==> src/rtl/uart_tx_arbiter_pkg.sv <==
// Shared definitions for the UART TX arbiter slice.
// Contents:
//   arb_state_t        - arbiter FSM encoding (IDLE/ARB/XFER)
//   DEF_*              - default parameter values
//   id_width/cnt_width - width derivations for grant index and burst counter
package uart_tx_arbiter_pkg;

    typedef enum logic [1:0] {
        IDLE = 2'd0,
        ARB  = 2'd1,
        XFER = 2'd2
    } arb_state_t;

    localparam int unsigned DEF_NUM_REQ   = 4;
    localparam int unsigned DEF_DATA_W    = 8;
    localparam int unsigned DEF_MAX_BURST = 16;

    // Width of a requester index (at least one bit).
    function automatic int unsigned id_width(input int unsigned n);
        return (n < 2) ? 32'd1 : 32'($clog2(n));
    endfunction

    // Width of a counter that must hold 0..m inclusive.
    function automatic int unsigned cnt_width(input int unsigned m);
        return 32'($clog2(m + 1));
    endfunction

endpackage

==> src/rtl/uart_tx_arbiter_if.sv <==
// Requester / UART TX FIFO bundle for uart_tx_arbiter.
// Signals:
//   req_valid/req_data/req_last/req_ready - per-requester byte handshake
//   tx_data/tx_write/tx_full              - UART TX FIFO write port
//   grant_active/grant_id/burst_cnt       - grant status
// Modports:
//   slave  - the arbiter side
//   master - the requesters plus FIFO side (system top or testbench)
interface uart_tx_arbiter_if
    import uart_tx_arbiter_pkg::*;
#(
    parameter int unsigned NUM_REQ   = DEF_NUM_REQ,
    parameter int unsigned DATA_W    = DEF_DATA_W,
    parameter int unsigned MAX_BURST = DEF_MAX_BURST
) ();

    localparam int unsigned ID_W  = id_width(NUM_REQ);
    localparam int unsigned CNT_W = cnt_width(MAX_BURST);

    logic [NUM_REQ-1:0]        req_valid;
    logic [NUM_REQ*DATA_W-1:0] req_data;
    logic [NUM_REQ-1:0]        req_last;
    logic [NUM_REQ-1:0]        req_ready;
    logic [DATA_W-1:0]         tx_data;
    logic                      tx_write;
    logic                      tx_full;
    logic                      grant_active;
    logic [ID_W-1:0]           grant_id;
    logic [CNT_W-1:0]          burst_cnt;

    modport slave (
        input  req_valid, req_data, req_last, tx_full,
        output req_ready, tx_data, tx_write, grant_active, grant_id, burst_cnt
    );

    modport master (
        output req_valid, req_data, req_last, tx_full,
        input  req_ready, tx_data, tx_write, grant_active, grant_id, burst_cnt
    );

endinterface

==> src/rtl/uart_tx_arbiter_rr_pick.sv <==
// rr_pick: combinational round-robin priority selector.
// Ports:
//   i_req_valid - request vector
//   i_last_id   - index served last; the scan starts just after it
//   o_found     - at least one request is set
//   o_idx       - first set request at i_last_id+1, +2, ... modulo NUM_REQ
module rr_pick
    import uart_tx_arbiter_pkg::*;
#(
    parameter int unsigned NUM_REQ = DEF_NUM_REQ,
    parameter int unsigned ID_W    = id_width(NUM_REQ)
) (
    input  logic [NUM_REQ-1:0] i_req_valid,
    input  logic [ID_W-1:0]    i_last_id,
    output logic               o_found,
    output logic [ID_W-1:0]    o_idx
);

    logic [ID_W-1:0] w_cand;

    always_comb begin
        o_found = 1'b0;
        o_idx   = '0;
        w_cand  = '0;
        for (int unsigned k = 1; k <= NUM_REQ; k++) begin
            w_cand = ID_W'((32'(i_last_id) + k) % NUM_REQ);
            if (!o_found && i_req_valid[w_cand]) begin
                o_found = 1'b1;
                o_idx   = w_cand;
            end
        end
    end

endmodule

==> src/rtl/uart_tx_arbiter.sv <==
// uart_tx_arbiter: shares one UART TX FIFO write port between NUM_REQ
// byte-stream requesters with round-robin grants held for a whole packet,
// capped at MAX_BURST bytes per grant.
// Ports:
//   HCLK    - system clock
//   HRESETn - asynchronous active-low reset
//   bus     - uart_tx_arbiter_if.slave (requester handshakes, FIFO write
//             port, grant status)
module uart_tx_arbiter
    import uart_tx_arbiter_pkg::*;
#(
    parameter int unsigned NUM_REQ   = DEF_NUM_REQ,
    parameter int unsigned DATA_W    = DEF_DATA_W,
    parameter int unsigned MAX_BURST = DEF_MAX_BURST
) (
    input  logic             HCLK,
    input  logic             HRESETn,
    uart_tx_arbiter_if.slave bus
);

    localparam int unsigned       ID_W    = id_width(NUM_REQ);
    localparam int unsigned       CNT_W   = cnt_width(MAX_BURST);
    localparam logic [CNT_W-1:0]  CNT_MAX = CNT_W'(MAX_BURST);

    arb_state_t          r_state;
    arb_state_t          w_next_state;
    logic [ID_W-1:0]     r_last_id;
    logic [ID_W-1:0]     r_grant_id;
    logic                r_grant_active;
    logic [CNT_W-1:0]    r_burst_cnt;
    logic [DATA_W-1:0]   r_tx_data;
    logic                r_tx_write;

    logic                w_found;
    logic [ID_W-1:0]     w_pick;
    logic                w_gnt_valid;
    logic                w_gnt_last;
    logic [DATA_W-1:0]   w_gnt_data;
    logic                w_ready_g;
    logic                w_xfer;
    logic                w_release;
    logic [CNT_W-1:0]    w_cnt_inc;
    logic [NUM_REQ-1:0]  w_ready;

    rr_pick #(
        .NUM_REQ (NUM_REQ),
        .ID_W    (ID_W)
    ) u_rr_pick (
        .i_req_valid (bus.req_valid),
        .i_last_id   (r_last_id),
        .o_found     (w_found),
        .o_idx       (w_pick)
    );

    assign w_gnt_valid = bus.req_valid[r_grant_id];
    assign w_gnt_last  = bus.req_last[r_grant_id];
    assign w_gnt_data  = bus.req_data[r_grant_id*DATA_W +: DATA_W];

    // Blocking ready during the write pulse gives one byte per two cycles,
    // so a full flag raised by the write we just issued is seen in time.
    assign w_ready_g = (r_state == XFER) && !bus.tx_full && !r_tx_write;
    assign w_xfer    = w_ready_g && w_gnt_valid;
    assign w_cnt_inc = (r_burst_cnt == CNT_MAX) ? r_burst_cnt : r_burst_cnt + 1'b1;
    assign w_release = w_xfer && (w_gnt_last || (w_cnt_inc == CNT_MAX));

    always_comb begin
        w_ready             = '0;
        w_ready[r_grant_id] = w_ready_g;
    end

    always_ff @(posedge HCLK or negedge HRESETn) begin
        if (!HRESETn) begin
            r_state <= IDLE;
        end else begin
            r_state <= w_next_state;
        end
    end

    always_comb begin
        w_next_state = r_state;
        case (r_state)
            IDLE:    if (|bus.req_valid) w_next_state = ARB;
            ARB:     w_next_state = w_found ? XFER : IDLE;
            XFER:    if (w_release) w_next_state = ARB;
            default: w_next_state = IDLE;
        endcase
    end

    always_ff @(posedge HCLK or negedge HRESETn) begin
        if (!HRESETn) begin
            r_last_id      <= ID_W'(NUM_REQ - 1);
            r_grant_id     <= '0;
            r_grant_active <= 1'b0;
            r_burst_cnt    <= '0;
            r_tx_data      <= '0;
            r_tx_write     <= 1'b0;
        end else begin
            r_tx_write <= w_xfer;
            if (w_xfer) begin
                r_tx_data   <= w_gnt_data;
                r_burst_cnt <= w_cnt_inc;
            end
            if (w_release) begin
                r_last_id      <= r_grant_id;
                r_grant_active <= 1'b0;
            end
            if (r_state == ARB) begin
                r_burst_cnt <= '0;
                if (w_found) begin
                    r_grant_id     <= w_pick;
                    r_grant_active <= 1'b1;
                end
            end
        end
    end

    assign bus.req_ready    = w_ready;
    assign bus.tx_data      = r_tx_data;
    assign bus.tx_write     = r_tx_write;
    assign bus.grant_active = r_grant_active;
    assign bus.grant_id     = r_grant_id;
    assign bus.burst_cnt    = r_burst_cnt;

endmodule
==> src/flat_wrapper.sv <==
// flat-port wrapper written by rule: the top's interface ports become plain ports
module uart_tx_arbiter_flat import uart_tx_arbiter_pkg::*;
#(
    parameter int unsigned NUM_REQ   = DEF_NUM_REQ,
    parameter int unsigned DATA_W    = DEF_DATA_W,
    parameter int unsigned MAX_BURST = DEF_MAX_BURST
)
  (HCLK, HRESETn, bus_req_valid, bus_req_data, bus_req_last, bus_tx_full, bus_req_ready, bus_tx_data, bus_tx_write, bus_grant_active, bus_grant_id, bus_burst_cnt);
  uart_tx_arbiter_if #(.NUM_REQ(NUM_REQ), .DATA_W(DATA_W), .MAX_BURST(MAX_BURST)) bus_i ();
  input  logic HCLK;
  input  logic HRESETn;
  input wire logic [$bits(bus_i.req_valid)-1:0] bus_req_valid;
  input wire logic [$bits(bus_i.req_data)-1:0] bus_req_data;
  input wire logic [$bits(bus_i.req_last)-1:0] bus_req_last;
  input wire logic [$bits(bus_i.tx_full)-1:0] bus_tx_full;
  output wire logic [$bits(bus_i.req_ready)-1:0] bus_req_ready;
  output wire logic [$bits(bus_i.tx_data)-1:0] bus_tx_data;
  output wire logic [$bits(bus_i.tx_write)-1:0] bus_tx_write;
  output wire logic [$bits(bus_i.grant_active)-1:0] bus_grant_active;
  output wire logic [$bits(bus_i.grant_id)-1:0] bus_grant_id;
  output wire logic [$bits(bus_i.burst_cnt)-1:0] bus_burst_cnt;
  assign bus_i.req_valid = bus_req_valid;
  assign bus_i.req_data = bus_req_data;
  assign bus_i.req_last = bus_req_last;
  assign bus_i.tx_full = bus_tx_full;
  assign bus_req_ready = bus_i.req_ready;
  assign bus_tx_data = bus_i.tx_data;
  assign bus_tx_write = bus_i.tx_write;
  assign bus_grant_active = bus_i.grant_active;
  assign bus_grant_id = bus_i.grant_id;
  assign bus_burst_cnt = bus_i.burst_cnt;
  uart_tx_arbiter #(.NUM_REQ(NUM_REQ), .DATA_W(DATA_W), .MAX_BURST(MAX_BURST)) u_core (.HCLK(HCLK), .HRESETn(HRESETn), .bus(bus_i));
endmodule
==> config.mk <==
export PLATFORM = sky130hd
export DESIGN_NAME = uart_tx_arbiter_flat
export DESIGN_NICKNAME = d
export VERILOG_FILES = /design/src/rtl/uart_tx_arbiter_pkg.sv /design/src/rtl/uart_tx_arbiter_if.sv /design/src/rtl/uart_tx_arbiter_rr_pick.sv /design/src/rtl/uart_tx_arbiter.sv /design/src/flat_wrapper.sv
export SDC_FILE = /design/constraint.sdc
export NUM_CORES = 1
export LEC_CHECK = 0
export CORE_UTILIZATION = 40
export CTS_CLUSTER_SIZE = 20
export DETAILED_ROUTE_END_ITERATION = 8
export GPL_TIMING_DRIVEN = 0
export PLACE_DENSITY = 0.77
export SLEW_MARGIN = 20
export SYNTH_ARGS = -nofsm -noshare
export SYNTH_HDL_FRONTEND = slang
export SYNTH_SLANG_ARGS = --single-unit
==> constraint.sdc <==
create_clock -name HCLK -period 3 [get_ports HCLK]
set_clock_uncertainty 0.2 [all_clocks]
set_input_delay 0.6 -clock HCLK [delete_from_list [all_inputs] [get_ports HCLK]]
set_output_delay 0.6 -clock HCLK [all_outputs]
set_load 0.01 [all_outputs]
# After elaboration in Yosys (flattened, before gate mapping)

Index checks and enable logic that the tools add are counted.

Output and inout bits: 21
Register bits: 21
Word-level logic and storage cells: 77
Input port bits: 43

Reductions and logical operators: 19
Eq/ne operators: 6
Multiplexer cells: 32
Shift-type cells: 1
$add $sub $neg: 5
Bitwise logic cells: 1
$lt $le $gt $ge: 6

Operators with widths:

| cell                                                                                | number |
|---|---|
| 32-bit by 6-bit variable part select with 8-bit output                              | 1 |
| 2-bit by 3-bit < comparator with 1-bit output, second input constant                | 5 |
| 5-bit 2-to-1 mux                                                                    | 3 |
| 1-bit 2-to-1 mux                                                                    | 14 |
| 2-bit 2-to-1 mux                                                                    | 7 |
| 1-bit binary-select mux with 2-bit select                                           | 6 |
| 5-bit == test, second input constant                                                | 2 |
| 1-bit logical AND                                                                   | 8 |
| 2-bit one-hot mux with 3 select lines                                               | 1 |
| 5-bit by 1-bit adder with 5-bit output, second input constant                       | 1 |
| 1-bit zero test                                                                     | 5 |
| 2-bit by 1-bit adder with 2-bit output, second input constant                       | 2 |
| 2-bit adder, second input constant                                                  | 2 |
| 4-bit bitwise AND                                                                   | 1 |
| 2-bit by 1-bit != test with 1-bit output, second input constant                     | 2 |
| 2-bit AND reduction                                                                 | 2 |
| 4-bit OR reduction                                                                  | 1 |
| 1-bit demux with 2-bit select                                                       | 1 |
| 2-bit by 1-bit == test with 1-bit output, second input constant                     | 1 |
| 2-bit == test, second input constant                                                | 1 |
| 2-bit by 1-bit greater-or-equal comparator with 1-bit output, second input constant | 1 |
| 2-bit zero test                                                                     | 1 |
| 2-bit nonzero test                                                                  | 1 |
| 1-bit logical OR                                                                    | 1 |

# Longest topological paths before layout

Gate-level depths: netlist of the first run.

Word-level depth: 15
Mapped depth: 7
Depth with buffers taken out: 7

# Cells and area by module

Synthesis of the first run repeated with hierarchy kept, for this count alone.

Cells, all modules: 114
Area total of the unflattened synthesis: 1357.6 um^2

Modules (own cells, without submodules):

| module          | seq. area each (um^2) | area each (um^2) | cells each | instances |
|---|---|---|---|---|
| uart_tx_arbiter | 528.0                 | 1266.2           | 100        | 1 |
| rr_pick         | 0.0                   | 91.3             | 14         | 1 |

# Least setup slack after synthesis of the first run

No wires, ideal clock.

Path kind: register to register
Start point: register u_core.r_burst_cnt[0] (netlist: u_core.bus.burst_cnt[0])
End point: register u_core.r_last_id[0]
Setup slack: 0.827 ns
Setup time: 0.082 ns
Data arrival time: 1.891 ns
Data required time: 2.718 ns
Clock period less this slack: 2.173 ns
Cell stages (with the launch flop): 8
Path buffers: 0
Cells stage by stage: dfrtp_1 inv_1 ha_1 and4bb_1 xnor2_1 or3_1 a21o_1 mux2_4

Longest elaborated chain between the ends: 5
Elaborated cells between the ends (all ways): 6
Those cells by class: 1 x add/sub; 2 x eq/ne; 1 x mux; 2 x reduce/logical

Ends and longest elaborated chain:

| element                                                                        | line                   | text |
|---|---|---|
| start, declared                                                                | uart_tx_arbiter.sv:30  | `logic [CNT_W-1:0] r_burst_cnt;` |
| start signal, assigned                                                         | uart_tx_arbiter.sv:101 | `r_burst_cnt <= w_cnt_inc;` |
| 5-bit by 1-bit adder with 5-bit output / 5-bit == test (equally long branches) | uart_tx_arbiter.sv:63  | `assign w_cnt_inc = (r_burst_cnt == CNT_MAX) ? r_burst_cnt : r_burst_cnt + 1'b1;` |
| 5-bit 2-to-1 mux (*)                                                           | uart_tx_arbiter.sv:63  |  |
| 5-bit == test (*)                                                              | uart_tx_arbiter.sv:64  | `assign w_release = w_xfer && (w_gnt_last \|\| (w_cnt_inc == CNT_MAX));` |
| 1-bit logical OR (*)                                                           | uart_tx_arbiter.sv:64  |  |
| 1-bit logical AND (*)                                                          | uart_tx_arbiter.sv:64  |  |
| end signal, assigned                                                           | uart_tx_arbiter.sv:91  | `r_last_id <= ID_W'(NUM_REQ - 1);` |
| end signal, assigned                                                           | uart_tx_arbiter.sv:104 | `r_last_id <= r_grant_id;` |
| end, declared                                                                  | uart_tx_arbiter.sv:27  | `logic [ID_W-1:0] r_last_id;` |

Every way passes the cells marked *; elsewhere a longest branch is shown, timed or not.
A chain may end at the register's enable or synchronous reset.

# Worst setup path after layout of the first run

Start point: input bus_tx_full
End point: output bus_req_ready[3]

Longest elaborated chain between the ends: 4

Ends and longest elaborated chain:

| element                            | line                  | text |
|---|---|---|
| start, declared                    | flat_wrapper.sv:15    | `input wire logic [$bits(bus_i.tx_full)-1:0] bus_tx_full;` |
| 1-bit zero test                    | uart_tx_arbiter.sv:61 | `assign w_ready_g = (r_state == XFER) && !bus.tx_full && !r_tx_write;` |
| 1-bit logical AND (2 in series)    | uart_tx_arbiter.sv:61 |  |
| 4-bit bitwise AND (no source line) | n/a                   |  |
| end, declared                      | flat_wrapper.sv:16    | `output wire logic [$bits(bus_i.req_ready)-1:0] bus_req_ready;` |

Every way passes these cells.

==> results of run 1 <==
## logic make-up (layout without fill, tap and decap cells)
logic type | after synthesis | in the layout | synth area share [%]
fa+ha+maj | 2 | 2 | 1.925
buf+inv | 11 | 79 | 3.465
xor+xnor | 4 | 4 | 2.695
simple gates | 34 | 34 | 14.92
mux | 21 | 21 | 27.33
compound gates | 19 | 19 | 9.048
flops | 21 | 21 | 40.62
## Yosys cell counts, drive strengths merged
cell | count | area [sq um]
dfrtp | 19 | 475.5
nand2 | 11 | 43.80
mux2 | 10 | 120.1
mux4 | 10 | 225.2
o21ai | 9 | 45.04
inv | 6 | 22.52
buf | 5 | 22.52
nand3 | 5 | 25.02
a21oi | 4 | 20.02
nor2 | 4 | 15.01
nand2b | 3 | 18.77
xnor2 | 3 | 26.28
and3b | 2 | 17.52
dfstp | 2 | 52.55
ha | 2 | 25.02
nor3b | 2 | 15.01
a211o | 1 | 8.760
a21o | 1 | 7.510
a221oi | 1 | 8.760
a31o | 1 | 8.760
and2 | 1 | 6.260
and3 | 1 | 6.260
and4bb | 1 | 12.51
mux2i | 1 | 10.01
nor2b | 1 | 6.260
nor4 | 1 | 6.260
nor4b | 1 | 15.01
o21ba | 1 | 10.01
o32ai | 1 | 8.760
or3 | 1 | 6.260
xor2 | 1 | 8.760
## worst max-delay path: cells and delay by family
family,cells,cell delay [ns]
simple gates,2,0.57
buf+inv,2,0.97
## repair_timing
item / CTS / global route
setup endpoints to repair: 4 / 4
setup buffers: 1 / 1
gates resized for setup: 1 / 4
pin swaps: 1 / 1
endpoints found under the hold margin: 0 / 0
## routing by layer
| metal | track usage (%) | vias up | share of wire [%] |
|---|---|---|---|
| li1 | - | 547 | - |
| met3 | 3.275 | 2 | 3.7 |
| met5 | 0 | - | 0 |
| met2 | 38.80 | 30 | 54 |
| met4 | 5.782 | 0 | 0.33 |
| met1 | 25.81 | 586 | 42 |
## sequential cells by signal (all words and copies together), names as in the netlist
register and count:
u_core.bus.burst_cnt 5, u_core.bus.grant_active 1, u_core.bus.grant_id 2, u_core.bus.tx_data 8
u_core.bus.tx_write 1, u_core.r_last_id 2, u_core.r_state 2
## where the power goes
part           switching [uW]  total, uW  internal, uW  leakage (uW)
registers                86.8        488           402      0.000258
clock network            82.3        134          51.7     0.0000150
logic                     334        826           492      0.000610
total                     504       1450           945      0.000883
## how the worst min path moves through the flow
stage                               start                       to
finish              u_core.bus.tx_data[3]    u_core.bus.tx_data[3]
global route        u_core.bus.tx_data[0]    u_core.bus.tx_data[0]
CTS                 u_core.bus.tx_data[0]    u_core.bus.tx_data[0]
detailed placement  u_core.bus.tx_data[3]    u_core.bus.tx_data[3]
global placement    u_core.bus.tx_data[5]    u_core.bus.tx_data[5]
floorplan                         HRESETn  u_core.bus.burst_cnt[0]
## through the flow
step           hold WS, ns  cells  power (uW)
5_1_grt             0.3374    224        1560
3_5_place_dp        0.2985    219        1308
4_1_cts             0.3254    224        1462
2_1_floorplan       0.1044    112       961.2
3_3_place_gp        0.2898    219        1280
6_report            0.3177    224        1449
## layout make-up
cell class / count / area (sq um) / area share, %
Timing Repair Buffer: 65 / 653.1 / 31.95
Clock buffer: 4 / 26.28 / 1.285
Inverter: 6 / 22.52 / 1.102
Sequential cell: 21 / 528.0 / 25.83
Multi-Input combinational cell: 80 / 740.7 / 36.23
Buffer: 4 / 18.77 / 0.9180
Tap cell: 44 / 55.05 / 2.693
==> reports/qor.yml, run 1 <==
setup_tns_ns: 0
cp_max_fo: 5
final_cell_area_sq_um: 2044
rr_endpoint: "u_core.r_last_id[0]"
r2r-start: "u_core.bus.grant_id[0]"
antenna_left: 0
die_y_um: 59.01
min_path_cells: 1
endpoint: "bus_req_ready[3]"
core_sq_um: 3078
cp-start-kind: "input port"
rows: 20
critPathKind: "input port to output pin"
drc_errors: 0
final_common_cell: "clkdlybuf4s50_1"
viasPerCell: 5.201
rsz0062_at_grt: "false"
root_buffer: "clkbuf_4"
grt_pass1_wl_um: 5589
setup_ws_ns: 0.06025
drt_wl_total_um: 3304
numPortBuffers: 63
hold_violations: 0
required_ns: 2.20
syn_avg_cell_area_sq_um: 11.61
synth_fp_nets: 157
vias: 1165
grt_pass1_vias: 1237
drt_iter0_markers: 41
finalCriticalPeriod_ns: 2.940
synth-seq-cells: 21
cts_tree: "built"
antenna_found_initial: 0
cp_data_arrival_time_ns: 2.14
yosysSeqAreaShare_pct: 40.62
netlist_instances: 112
reg2reg_depth: 6
worstPathCellList: "clkdlybuf4s50_1, nor4b_4, and3_1, clkdlybuf4s50_1"
hpwl_um: 2695
grt_max_degree: 22
syn_to_final_growth_pct: 57.27
cts.sinks: 21
fill_cells: 249
fmax_mhz: 340.2
path_clk_slew_ns: 0.12
antenna_cells: 0
timing.final.crit_share_pct: 97.99
post-route-util_pct: 66.42
min_path_type: "register to register"
endpoint_kind: "output pin"
crit_slowest_cell: "clkdlybuf4s50_1"
clock_latency_ns: 0.30
slowest_delay_ns: 0.53
leakage_uw: 0.0008827
die_x_um: 59.01
setup_viol: 0
die_area_sq_um: 3482
h-tree-depth: 1
syn-cell-area_sq_um: 1300
grt_overflow: 0
cp-startpoint: "bus_tx_full"
io_pins: 64
placed_area_sq_um: 1986
initial_utilization_pct: 42.24
layout_common_cells: "clkdlybuf4s50_1, dfrtp_1, nand2_1, mux4_2, o21ai_0"
post-place-ws_ns: -0.1281
cp_common_cell: "clkdlybuf4s50_1"
worst_pin_slew_ns: 0.9437
nets: 226
synth_cell_types: 35
ctsHoldBuffers: 0
clk_path_buf_depth: 2
vdd_drop_max_mv: 0.4283
gp_congestion: 0.8302
drt_first_pass_iters: 5
slew_viol_final: 0
cts_buffers: 3
grt.total_usage_pct: 21.21
status: "finished, final reports clean"
wl_per_cell_um: 14.75
drive_above_1_share_pct: 20.00
max-cap-violations: 0
powerDensity_nw_per_um2: 708.6
slew_headroom_pct: 36.89
yosys_warnings: 0
r2r_setup_slack_ns: 0.72
(Power assumes the default switching activity.)
==> run 2, diff against run 1 <==
SKIP_CTS_REPAIR_TIMING = 1   (was default)
==> run 2 against run 1 <==
  * Utilization shrank 0.41 points
  * Fmax is 0.48% higher
  * Global-route usage down 0.23 points
  * First-iteration DRC count is 7.3% lower
  * Sequential power hardly changed
  * Cell count shrank 0.45%
  * Routed wire length is 0.45% lower
  * Worst setup slack improved by 0.014 ns
  * Power is 0.30% lower
  * Clock-buffer cell count unchanged
  * Design area decreased by 0.61%
  * Largest cell class unchanged
  * Largest power group unchanged
  * Highest routed layer unchanged
==> reports/qor.yml, run 2 (synthesized netlist as in run 1, its figures left out) <==
status: "finished, final reports clean"
io_pins: 64  # unchanged
comb_power_share_pct: 56.9  # about the same
r2r-start: "u_core.bus.grant_id[0]"
final_common_cell: "clkdlybuf4s50_1"
clock_latency_ns: 0.30  # about the same
regArea_sq_um: 528.0  # unchanged
drt_first_pass_iters: 4  # -1
timing.final.crit_share_pct: 97.52  # -0.47 points
fmax_mhz: 341.8  # +0.48%
initial_utilization_pct: 42.24  # unchanged
drc_errors: 0  # unchanged
endpoint_kind: "output pin"
drt_iter0_markers: 38  # -7.3%
syn_to_final_growth_pct: 56.30
pwr-share-seq_pct: 33.8  # about the same
path_clk_slew_ns: 0.12  # about the same
clk_path_buf_depth: 2  # unchanged
hold_start: "u_core.bus.tx_data[3]"
p_switching_uw: 502.2  # -0.26%
p_int_uw: 942.1  # -0.33%
dpl.cell_count: 219  # unchanged
critPathKind: "input port to output pin"
grt_pass1_wl_um: 5520  # -1.2%
viasPerCell: 5.220  # +0.36%
hold_path_end: "u_core.bus.tx_data[3]"
antenna_found_initial: 0  # unchanged
setup_viol: 0  # unchanged
grt_max_degree: 22  # unchanged
cp_data_arrival_time_ns: 2.13  # about the same
drt_wl_total_um: 3289  # -0.45%
die_y_um: 59.01  # unchanged
grt.total_usage_pct: 20.98  # -0.23 points
powerDensity_nw_per_um2: 710.8  # +0.31%
nets: 225  # -0.44%
layout_common_cells: "clkdlybuf4s50_1, dfrtp_1, nand2_1, mux4_2, o21ai_0"
antenna_cells: 0  # unchanged
busiest_layer: "met2"
grt_util_met1_pct: 25.81  # unchanged
placed_area_sq_um: 1986  # unchanged
r2r_setup_slack_ns: 0.72  # about the same
clockPowerShare_pct: 9.3  # about the same
grtUsageMet3_pct: 3.275  # unchanged
grt_overflow: 0  # unchanged
cts_buffers: 3  # unchanged
cts.sinks: 21  # unchanged
rows: 20  # unchanged
finalCriticalPeriod_ns: 2.926  # -0.01415 ns
core_sq_um: 3078  # unchanged
cts_tree: "built"
cp-start-kind: "input port"
root_buffer: "clkbuf_4"
antenna_left: 0  # unchanged
hold_violations: 0  # unchanged
rsz0062_at_grt: "false"
leakage_uw: 0.0008410  # -4.7%
multi_input_area_sq_um: 740.7  # unchanged
reg2reg_depth: 6  # unchanged
p_sw_share_pct: 34.77  # about the same
hold_slack_ns: 0.3180  # +0.0002360 ns
fill_cells: 249  # unchanged
final_cell_area_sq_um: 2032  # -0.61%
max-cap-violations: 0  # unchanged
final_cells: 223  # -0.45%
required_ns: 2.20  # about the same
p_total_uw: 1444  # -0.30%
gp_congestion: 0.8302  # unchanged
slew_viol_final: 0  # unchanged
drive_above_1_share_pct: 19.55  # -0.45 points
min_path_cells: 1  # unchanged
numPortBuffers: 63  # unchanged
die_x_um: 59.01  # unchanged
wl_per_cell_um: 14.75  # about the same
grt_pass1_vias: 1228  # -0.73%
use_met2_pct: 37.99  # -0.81 points
h-tree-depth: 1  # unchanged
min_path_type: "register to register"
largest_reg_flops: 8  # unchanged
hpwl_um: 2695  # unchanged
rr_endpoint: "u_core.r_last_id[0]"
vdd_drop_max_mv: 0.4310  # +0.62%
worst_pin_slew_ns: 0.9378  # -0.005941 ns
cp_max_fo: 5  # unchanged
vias: 1164  # -0.086%
slew_headroom_pct: 37.28  # +0.40 points
die_area_sq_um: 3482  # unchanged
==> run 2: layout make-up <==
cell class	instances	area share, %
inverter	6	1.108
multi-input combinational	80	36.45
tap	44	2.709
buffer	4	0.9236
clock buffer	4	1.293
sequential	21	25.99
timing repair buffer	64	31.53
==> run 2: worst max-delay path by stage <==
stage	start	to	slack (ns)	cells after the start
after floorplan	u_core.bus.burst_cnt[0]	u_core.r_last_id[0]	0.83	7
after global placement	bus_tx_full	bus_req_ready[0]	-0.07	4
after detailed placement	bus_tx_full	bus_req_ready[1]	-0.13	5
after CTS	bus_tx_full	bus_req_ready[0]	-0.14	4
after global routing	bus_tx_full	bus_req_ready[1]	0.01	5
final	bus_tx_full	bus_req_ready[1]	0.07	5
==> run 2: per-layer routing <==
layer  wire, um  up-vias  part of all wire, %
li1           -      545                    -
met1       1340      569                   41
met2       1765       46                   54
met3        159        4                  4.8
met4         24        0                 0.73
met5          0        -                    0
==> run 2: power by group through the flow <==
stage / clock [uW] / sequential (uW) / combinational [uW]
finish: 135 / 488 / 822
global placement: 0 / 482 / 798
CTS: 142 / 484 / 822
floorplan: 0 / 517 / 444
global route: 149 / 504 / 902
detailed placement: 0 / 489 / 819
==> run 2: critical path, stage by stage <==
cell and delay, ns:
clkdlybuf4s50_1 0.45, nor4b_4 0.32, nand2_1 0.10, nor2_1 0.10
clkdlybuf4s50_1 0.56
==> run 2: per-stage QoR <==
step / TNS, ns / utilization, % / worst slack (ns)
after floorplan: 0 / - / 0.8268
after global placement: -0.1412 / 64.51 / -0.06775
after detailed placement: -0.4428 / 64.51 / -0.1281
after CTS: -0.4575 / 65.37 / -0.1422
after global routing: 0 / 66.02 / 0.01104
final: 0 / 66.02 / 0.07439
